[src/rtl/vga_capture_monitor.sv]
// VGA receive monitor: recovers x/y, measures line/frame timing, locks on stable
// geometry and reports a CRC-16-CCITT of each good frame's pixel data.
module vga_capture_monitor #(
   parameter int H_ACTIVE    = 640,
   parameter int V_ACTIVE    = 480,
   parameter bit SYNC_POL    = 1'b0,
   parameter int LOCK_FRAMES = 2
) (
   input  logic        clk,
   input  logic        rst_n,
   input  logic        hsync,
   input  logic        vsync,
   input  logic        de,
   input  logic [3:0]  r,
   input  logic [3:0]  g,
   input  logic [3:0]  b,
   output logic        pix_valid,
   output logic [10:0] x,
   output logic [10:0] y,
   output logic [10:0] h_total,
   output logic [10:0] v_total,
   output logic        locked,
   output logic [15:0] frame_crc,
   output logic        crc_valid,
   output logic        err
);

   localparam logic [10:0] CNT_MAX = 11'h7FF;
   localparam logic [15:0] CRC_INIT = 16'hFFFF;

   typedef struct packed {
      logic        hs;
      logic        vs;
      logic        de;
      logic [11:0] rgb;
   } vid_s;

   typedef enum logic [1:0] {SEARCH, MEASURE, LOCKED} state_t;

   function automatic logic [10:0] inc_sat(input logic [10:0] v);
      return (v == CNT_MAX) ? v : v + 11'd1;
   endfunction

   // 12 message bits per clock, MSB first, poly 0x1021
   function automatic logic [15:0] crc12(input logic [15:0] c, input logic [11:0] d);
      logic [15:0] n;
      n = c;
      for (int i = 11; i >= 0; i--)
         n = {n[14:0], 1'b0} ^ ((n[15] ^ d[i]) ? 16'h1021 : 16'h0000);
      return n;
   endfunction

   vid_s        s1;
   logic        hs_prev, vs_prev, de_prev;
   logic        h_edge, v_edge, de_rise, de_fall, line_bad, frame_good;
   logic        bad;
   logic [10:0] hcnt, vcnt;
   logic [15:0] crc;
   logic [2:0]  good_cnt;
   state_t      state;

   always_ff @(posedge clk or negedge rst_n) begin
      if (!rst_n) begin
         s1      <= '{hs: ~SYNC_POL, vs: ~SYNC_POL, de: 1'b0, rgb: 12'h000};
         hs_prev <= ~SYNC_POL;
         vs_prev <= ~SYNC_POL;
         de_prev <= 1'b0;
      end else begin
         s1      <= '{hs: hsync, vs: vsync, de: de, rgb: {r, g, b}};
         hs_prev <= s1.hs;
         vs_prev <= s1.vs;
         de_prev <= s1.de;
      end
   end

   always_comb begin
      h_edge     = (s1.hs == SYNC_POL) && (hs_prev != SYNC_POL);
      v_edge     = (s1.vs == SYNC_POL) && (vs_prev != SYNC_POL);
      de_rise    = s1.de && !de_prev;
      de_fall    = !s1.de && de_prev;
      // x still holds the index of the line's last pixel on the de falling clock
      line_bad   = de_fall && (x != 11'(H_ACTIVE - 1));
      frame_good = (y == 11'(V_ACTIVE)) && !bad;
   end

   // A vsync edge closes the frame before this clock's pixel/line event, so that
   // event is accounted to the new frame.
   always_ff @(posedge clk or negedge rst_n) begin
      if (!rst_n) begin
         pix_valid <= 1'b0;
         x         <= '0;
         y         <= '0;
         bad       <= 1'b0;
         crc       <= CRC_INIT;
         hcnt      <= '0;
         vcnt      <= '0;
         h_total   <= '0;
         v_total   <= '0;
      end else begin
         pix_valid <= s1.de;
         if (de_rise)    x <= '0;
         else if (s1.de) x <= inc_sat(x);

         if (h_edge) begin
            h_total <= hcnt;
            hcnt    <= 11'd1;
         end else begin
            hcnt    <= inc_sat(hcnt);
         end

         if (v_edge) begin
            y       <= de_fall ? 11'd1 : 11'd0;
            bad     <= line_bad;
            crc     <= s1.de ? crc12(CRC_INIT, s1.rgb) : CRC_INIT;
            v_total <= vcnt;
            vcnt    <= h_edge ? 11'd1 : 11'd0;
         end else begin
            if (de_fall) y <= inc_sat(y);
            bad     <= bad | line_bad;
            if (s1.de) crc <= crc12(crc, s1.rgb);
            if (h_edge) vcnt <= inc_sat(vcnt);
         end
      end
   end

   always_ff @(posedge clk or negedge rst_n) begin
      if (!rst_n) begin
         state     <= SEARCH;
         good_cnt  <= '0;
         locked    <= 1'b0;
         frame_crc <= '0;
         crc_valid <= 1'b0;
         err       <= 1'b0;
      end else begin
         crc_valid <= 1'b0;
         err       <= 1'b0;
         if (v_edge) begin
            case (state)
               SEARCH: begin
                  state    <= MEASURE;
                  good_cnt <= '0;
               end
               MEASURE: begin
                  if (!frame_good) begin
                     good_cnt <= '0;
                  end else if (good_cnt + 3'd1 == 3'(LOCK_FRAMES)) begin
                     state     <= LOCKED;
                     locked    <= 1'b1;
                     good_cnt  <= '0;
                     frame_crc <= crc;
                     crc_valid <= 1'b1;
                  end else begin
                     good_cnt <= good_cnt + 3'd1;
                  end
               end
               LOCKED: begin
                  if (frame_good) begin
                     frame_crc <= crc;
                     crc_valid <= 1'b1;
                  end else begin
                     err    <= 1'b1;
                     locked <= 1'b0;
                     state  <= SEARCH;
                  end
               end
               default: begin
                  state  <= SEARCH;
                  locked <= 1'b0;
               end
            endcase
         end
      end
   end

endmodule
[config.mk]
export PLATFORM = sky130hd
export DESIGN_NAME = vga_capture_monitor
export DESIGN_NICKNAME = d
export VERILOG_FILES = /design/src/rtl/vga_capture_monitor.sv
export SDC_FILE = /design/constraint.sdc
export NUM_CORES = 1
export LEC_CHECK = 0
export ABC_AREA = 0
export CAP_MARGIN = 20
export CORE_ASPECT_RATIO = 1.2
export CORE_MARGIN = 2
export CORE_UTILIZATION = 40
export DETAILED_ROUTE_END_ITERATION = 10
export SYNTH_ARGS = -nofsm -noshare
export SYNTH_HDL_FRONTEND = slang
export SYNTH_SLANG_ARGS = --single-unit
[constraint.sdc]
create_clock -name clk -period 4.3 [get_ports clk]
set_clock_uncertainty 0.1 [all_clocks]
set_input_delay 1.29 -clock clk [delete_from_list [all_inputs] [get_ports clk]]
set_output_delay 1.29 -clock clk [all_outputs]
set_load 0.01 [all_outputs]
---- Yosys cells after proc, flatten, opt, wreduce, memory -nomap -nowiden ----
Index checks and enable logic that the tools add are counted.
storage, ports and cells
  input bits .............................. 17
  register bits ........................... 125
  word-level logic and storage cells ...... 181
  output and inout bits ................... 64
cells by class
  bitwise logic cells ..................... 51
  reduce and logical (&&, ||, !) cells .... 23
  muxes and demuxes ....................... 64
  eq/ne operators ......................... 17
  add/sub/neg operators ................... 5
operators with widths
  cell                                                                       number
  16-bit by 13-bit XOR with 16-bit output                                    23
  13-bit two-way mux                                                         24
  11-bit two-way mux                                                         11
  16-bit two-way mux                                                         6
  11-bit by 1-bit adder with 11-bit output, second input constant            4
  11-bit equality test, second input constant                                4
  16-bit one-hot mux with 2 select lines                                     1
  1-bit XOR                                                                  23
  2-bit inequality test, second input constant                               8
  12-bit inverter with 15-bit output                                         1
  1-bit two-way mux                                                          13
  2-bit nonzero test                                                         6
  11-bit by 9-bit equality test with 1-bit output, second input constant     1
  11-bit by 10-bit inequality test with 1-bit output, second input constant  1
  5-bit AND reduction                                                        2
  2-bit AND reduction                                                        4
  1-bit logical AND                                                          6
  2-bit two-way mux                                                          3
  3-bit two-way mux                                                          2
  2-bit one-hot mux with 3 select lines                                      1
  3-bit one-hot mux with 2 select lines                                      1
  4-bit AND reduction                                                        1
  3-bit by 1-bit adder with 3-bit output, second input constant              1
  3-bit by 2-bit equality test with 1-bit output, second input constant      1
  8 further kinds                                                            12

---- Logic depth before layout (Yosys ltp) ----
Gate-level depths: netlist of run 1.
  depth after elaboration ................. 38
  gate-level depth with buffers ........... 8
  depth with buffers taken out ............ 7

---- Worst setup path after synthesis of run 1 ----
No wires, ideal clock.
  kind .................................... flip-flop to flip-flop
  start ................................... register y[0]
  end ..................................... register frame_crc[10]
  data arrival time ....................... 1.861 ns
  period minus slack after synthesis ...... 2.086 ns
  path slack .............................. 2.214 ns
  stages on the path, launching flop included .. 9
  setup time .............................. 0.125 ns
  buffers on the path ..................... 1
  required time ........................... 4.075 ns
  cells stage by stage .................... dfrtp_1 -> inv_1 -> ha_1 -> nor4b_4 -> nand3_2 -> o21ai_2 -> nand4_4 -> buf_6 -> mux2_4
on the way
  cells in the longest elaborated chain, start to end .. 4
  elaborated cells on any way between the ends .. 5
  classes of those cells .................. eq/ne: 3; reduce/logical: 2
ends and longest elaborated chain
  element                                              line  source
  from (decl)                                          19    output logic [10:0] y,
  from (signal assigned)                               112   y <= de_fall ? 11'd1 : 11'd0;
  from (signal assigned)                               118   if (de_fall) y <= inc_sat(y);
  11-bit by 9-bit equality test with 1-bit output (*)  83    frame_good = (y == 11'(V_ACTIVE)) && !bad;
  1-bit logical AND (*)                                83
  2-bit inequality test (no line)                      -
  5-bit AND reduction (no line) (*)                    -
  to (signal assigned)                                 150   frame_crc <= crc;
  to (signal assigned)                                 158   frame_crc <= crc;
  to (decl)                                            23    output logic [15:0] frame_crc,
Mark *: on every way between the ends. The rest lies on a longest branch, timed or not.
A chain may end at the register's enable or synchronous reset.

---- Worst setup path in the final report of run 1 ----
  start ................................... register y[10]
  end ..................................... output y[10]
No word-level cell between the ends.

==> flow_summary.json, run 1 <==
{
  "cts-buffers-inserted": 17,
  "num_antenna_cells": 0,
  "synth_top_cell_area_share_pct": 43.08,
  "fin_crit_sh_pct": 67.06,
  "pre_cts_ws_ps": 1704,
  "insertion_delay_ps": 420,
  "core_um2": 14960,
  "hp-class": "reg -> reg",
  "gp_congestion": 0.7813,
  "reg2reg_to": "frame_crc[11]",
  "synthCells": 579,
  "mostFrequentLayoutCell": "dfrtp_1",
  "antenna_found_initial": 0,
  "post_cts_buffers": 0,
  "setup_viol": 0,
  "design_area_um2": 7824,
  "rr_worst_depth": 7,
  "worstPathRequired_ps": 2910,
  "leakagePower_nw": 3.400,
  "grt_pass1_vias": 4520,
  "p_int_mw": 3.380,
  "power_density_nw_per_um2": 608.4,
  "wl_per_cell_um": 14.74,
  "ir_drop_mv": 0.2931,
  "areaGrowthSynthToFinish_pct": 28.27,
  "fmax_mhz": 346.8,
  "ys_async_sr_fraction_pct": 100.0,
  "postCtsHoldBufs": 0,
  "met2_length_um": 6767,
  "portBuffers": 80,
  "grt_usage_pct": 17.48,
  "wirelength_met1_um": 5511,
  "p_sw_mw": 1.379,
  "synth-seq-area-share_pct": 51.69,
  "slew_headroom_pct": 51.00,
  "syn_nets": 606,
  "num_vias": 4403,
  "finalWorstSetupSlack_ps": 1416,
  "seq_area_um2": 3153,
  "worst_pin_slew_ps": 735.0,
  "path_clk_slew_ps": 60,
  "outcome": "complete, no violations",
  "critPathKind": "reg -> out",
  "min_delay_path_depth": 0,
  "synth_edf_count": 0,
  "ys_warn_count": 0,
  "slew_viol_final": 0,
  "rsz0062_at_grt": "false",
  "top_layer": "met4",
  "path_cells": "clkdlybuf4s50_1",
  "avgSynthCellArea_um2": 10.53,
  "slowest_stage": "clkdlybuf4s50_1",
  "grt_max_degree": 70,
  "multi_input_area_um2": 2809,
  "ys_types": 54,
  "wl_met3_um": 426,
  "clock_sinks": 125,
  "min_period_ps": 2884,
  "hold_viol": 0,
  "sw_frac_of_total_pct": 28.98,
  "vias_per_cell": 5.003,
  "r2r_start": "y[0]",
  "cp-start-kind": "flip-flop",
  "ant_nets": 0,
  "overflow": 0,
  "cpPeakStageDelay_ps": 590,
  "cts_root_buf": "clkbuf_16",
  "mappedNetlistArea_um2": 6100,
  "die_x_um": 116.7,
  "grt_pass1_wl_um": 22270,
  "ys_ff_latch": 125,
  "cts_tree": "done",
  "fin_nets": 690,
  "layout_common_cells": "105 x dfrtp_1, 101 x nand2_1, 79 x clkdlybuf4s50_1",
  "path_delay_family": "buffers and inverters",
  "drc": 0,
  "fin_setup_tns_ps": 0,
  "ctsResizeCount": 0,
  "drive_gt1_share_pct": 13.61,
  "placed_area_um2": 7129,
  "crit_buf_inv": 1,
  "ys.flop_type": "dfrtp_1",
  "rrSetupSlack_ps": 1910,
  "drt_iter0_drc": 192,
  "maxCapViolations": 0,
  "fillers": 1372,
  "crit_fanout": 5,
  "cts_buffer_depth": 2,
  "yosys.area.top_type": "dfrtp_1",
  "cts_max_level": 4,
  "drtPass1Iterations": 4,
  "clkPwrFrac_pct": 33.8,
  "endpoint_kind": "output port",
  "crit_end": "y[10]",
  "arrival_ps": 1490,
  "routed_wl_um": 12970,
  "seq_power_share_pct": 34.9,
  "die_area_um2": 16260,
  "hpwlAfterDp_um": 9097,
  "cp-startpoint": "y[10]",
  "rows": 49,
  "die_h_um": 139.3,
  "ios": 81,
  "start_util_pct": 40.77,
  "pwr-share-comb_pct": 31.3,
  "cp.depth": 1,
  "synthTopCellsByArea": "dfrtp_1 43%, dfstp_2 8.6%, nand2_1 6.2%"
}
==> power by group through the flow <==
| stage | combinational (mW) | sequential [mW] | clock (mW) |
|---|---|---|---|
| detailed placement | 1.48 | 1.69 | 0 |
| global placement | 1.45 | 1.68 | 0 |
| floorplan | 1.05 | 1.66 | 0 |
| CTS | 1.49 | 1.67 | 1.64 |
| finish | 1.49 | 1.66 | 1.61 |
| global route | 1.64 | 1.70 | 1.71 |
==> per-stage QoR <==
stage	util (%)	total power [mW]	hold slack, ps	std cells
after CTS	52.12	4.800	274.9	879
after detailed placement	47.66	3.167	266.7	847
after global routing	52.30	5.046	280.6	880
final	52.30	4.760	274.4	880
after floorplan	-	2.713	251.9	579
after global placement	47.66	3.128	262.4	847
==> Yosys cell counts (2+ instances only) <==
library cell and instances:
inv_1 12, o22ai_1 3, a21oi_1 20, mux2_4 10, clkbuf_1 17, xor3_1 2, mux2_2 7, nand3_1 24
dfstp_2 20, nor2b_1 3, nor4_1 6, nand4_1 6, a31oi_1 3, a22o_1 2, nor3_1 17, and2_1 3
buf_1 3, o41ai_1 2, a31o_2 2, and4_1 4, xnor2_2 3, or3_1 8, o21ai_0 24, nand2_1 101
buf_2 2, nor2_1 50, nand2b_1 10, nor4b_4 2, o32ai_1 2, o31ai_1 2, and3_1 2, ha_1 10
mux2i_1 10, xor2_1 19, xnor2_1 37, dfrtp_1 105, a211oi_1 4, xnor3_1 6
==> layout make-up <==
| cell class | count | share of cell area, % |
|---|---|---|
| clock buffer | 21 | 6.141 |
| clock inverter | 11 | 2.383 |
| inverter | 13 | 0.6237 |
| multi-input combinational | 418 | 35.90 |
| sequential | 125 | 40.30 |
| tap | 204 | 3.262 |
| timing repair buffer | 88 | 11.39 |
==> registers in the layout (all words and copies together) (netlist names), 2 cells and up <==
register / count
crc: 16
frame_crc: 16
s1: 15
h_total: 11
hcnt: 11
v_total: 11
vcnt: 11
x: 11
y: 11
good_cnt: 3
state: 2
==> worst min path at each step <==
| stage | start | endpoint | slack [ps] |
|---|---|---|---|
| 2_1_floorplan | s1[12] | pix_valid | 250 |
| 3_3_place_gp | s1[14] | hs_prev | 260 |
| 3_5_place_dp | s1[14] | hs_prev | 270 |
| 4_1_cts | s1[14] | hs_prev | 270 |
| 5_1_grt | s1[14] | hs_prev | 280 |
| 6_report | s1[14] | hs_prev | 270 |
==> routing by layer <==
metal  vias to the layer above  track usage, %
met1                      2165           21.65
met5                         -               0
li1                       2148               -
met4                         0           7.492
met2                        71           29.05
met3                        19           4.007
==> cells by family after synthesis <==
family / count (synthesis) / synth area share (%)
AND/OR/NAND/NOR: 238 / 18.42
AO/OA/AOI/OAI: 75 / 7.836
flip-flops: 125 / 51.69
buffers and inverters: 36 / 2.379
multiplexers: 27 / 5.395
XOR/XNOR: 68 / 12.23
adder cells (fa/ha/maj): 10 / 2.051
No activity file was read; power rests on OpenSTA's default activity.
==> inputs of run 2 (changes only) <==
==> constraint.sdc (replaced) <==
create_clock -name clk -period 2.59 [get_ports clk]
set_clock_uncertainty 0.1 [all_clocks]
set_input_delay 0.777 -clock clk [delete_from_list [all_inputs] [get_ports clk]]
set_output_delay 0.777 -clock clk [all_outputs]
set_load 0.01 [all_outputs]
==> run 2 against run 1 <==
Net effect:
- clock power rose by 36%
- sequential share of layout area rose by 0.47 points
- via count rose by 0.43%
- flip-flop and latch count did not move
- cell count rose by 0.45%
- critical path type unchanged
- largest power group unchanged
==> flow_summary.json, run 2 (synthesized netlist as in run 1, its figures left out) <==
{
  "slew_headroom_pct": 60.48,
  "portBuffers": 80,
  "grt_pass1_wl_um": 22310,
  "rrSetupSlack_ps": 260,
  "crit_buf_inv": 1,
  "cts_tree": "done",
  "ios": 81,
  "cpPeakStageDelay_ps": 610,
  "slowest_stage": "clkdlybuf4s50_1",
  "min_period_ps": 2378,
  "arrival_ps": 1500,
  "multi_input_area_um2": 2809,
  "reg2reg_to": "frame_crc[11]",
  "wl_per_cell_um": 14.78,
  "r2r_start": "y[0]",
  "cts-buffers-inserted": 17,
  "outcome": "complete, no violations",
  "routed_wl_um": 13060,
  "path_clk_slew_ps": 60,
  "mostFrequentLayoutCell": "dfrtp_1",
  "drtPass1Iterations": 4,
  "rows": 49,
  "endpoint_kind": "output port",
  "hp-class": "in -> async",
  "seq_area_um2": 3153,
  "reg_top3": "crc x16, frame_crc x16, s1 x15",
  "layout_common_cells": "105 x dfrtp_1, 101 x nand2_1, 79 x clkdlybuf4s50_1",
  "cts_buffer_depth": 2,
  "critPathKind": "reg -> out",
  "hpwlAfterDp_um": 9289,
  "areaGrowthSynthToFinish_pct": 26.79,
  "die_h_um": 139.3,
  "grt_pass1_vias": 4508,
  "die_area_um2": 16260,
  "crit_fanout": 7,
  "stdcell_count": 884,
  "path_cells": "clkdlybuf4s50_1",
  "fin_crit_sh_pct": 91.83,
  "start_util_pct": 40.77,
  "antenna_found_initial": 0,
  "overflow": 0,
  "power_density_nw_per_um2": 959.8,
  "cts_max_level": 4,
  "leakagePower_nw": 3.358,
  "die_x_um": 116.7,
  "vias_per_cell": 5.002,
  "grt_max_degree": 48,
  "fmax_mhz": 420.5,
  "worstPathRequired_ps": 1710,
  "drc": 0,
  "post_cts_buffers": 0,
  "fin_setup_tns_ps": 0,
  "ctsResizeCount": 0,
  "worst_pin_slew_ps": 590.5,
  "fillers": 1402,
  "num_vias": 4422,
  "gp_congestion": 0.8088,
  "ir_drop_mv": 0.4419,
  "slew_viol_final": 0,
  "drive_gt1_share_pct": 13.53,
  "path_delay_family": "buffers and inverters",
  "hold_viol": 0,
  "fin_nets": 695,
  "grt_usage_pct": 17.36,
  "maxCapViolations": 0,
  "cp.depth": 1,
  "clock_sinks": 125,
  "num_antenna_cells": 0,
  "rsz0062_at_grt": "false",
  "cp-start-kind": "flip-flop",
  "insertion_delay_ps": 410,
  "ant_nets": 0,
  "fin_util_pct": 51.70,
  "drt_iter0_drc": 172,
  "postCtsHoldBufs": 0,
  "core_um2": 14960,
  "dpl.cell_count": 853,
  "setup_viol": 0,
  "cts_root_buf": "clkbuf_16",
  "rr_worst_depth": 7
}
## run 2: layout make-up
class / instances / share of cell area (%)
Clock buffer: 24 / 6.229
Clock inverter: 7 / 0.8413
Inverter: 13 / 0.6310
Multi-Input combinational cell: 418 / 36.32
Sequential cell: 125 / 40.77
Tap cell: 204 / 3.300
Timing Repair Buffer: 93 / 11.91
## run 2: worst max-delay path by stage
stage,start,endpoint,slack [ps]
CTS,y[2],y[2],190
global route,y[0],frame_crc[6],50
global placement,y[0],frame_crc[7],340
floorplan,y[0],frame_crc[10],500
finish,y[3],y[3],210
detailed placement,y[0],frame_crc[11],270
## run 2: metal layers
| layer | vias to the layer above | GRT usage, % | share of wire (%) | wire length, µm |
|---|---|---|---|---|
| met3 | 20 | 4.051 | 2.6 | 342 |
| met4 | 0 | 6.997 | 2.0 | 261 |
| li1 | 2162 | - | - | - |
| met5 | - | 0 | 0 | 0 |
| met1 | 2175 | 22.01 | 45 | 5830 |
| met2 | 65 | 28.45 | 51 | 6630 |
## run 2: power by group
part	switching, mW	internal [mW]	total [mW]
registers	0.346	2.41	2.75
clock network	0.804	1.38	2.19
logic	1.08	1.41	2.48
total	2.23	5.20	7.42
## run 2: metrics by stage
step | hold slack (ps) | power [mW] | instance area (µm²) | worst slack [ps]
after floorplan | 251.9 | 4.504 | 6100 | 504.3
after global placement | 262.8 | 5.209 | 7187 | 338.8
after detailed placement | 268.8 | 5.270 | 7187 | 270.7
after CTS | 200.2 | 7.507 | 7734 | 189.5
after global routing | 213.7 | 7.880 | 7734 | 51.45
final | 199.7 | 7.422 | 7734 | 211.6
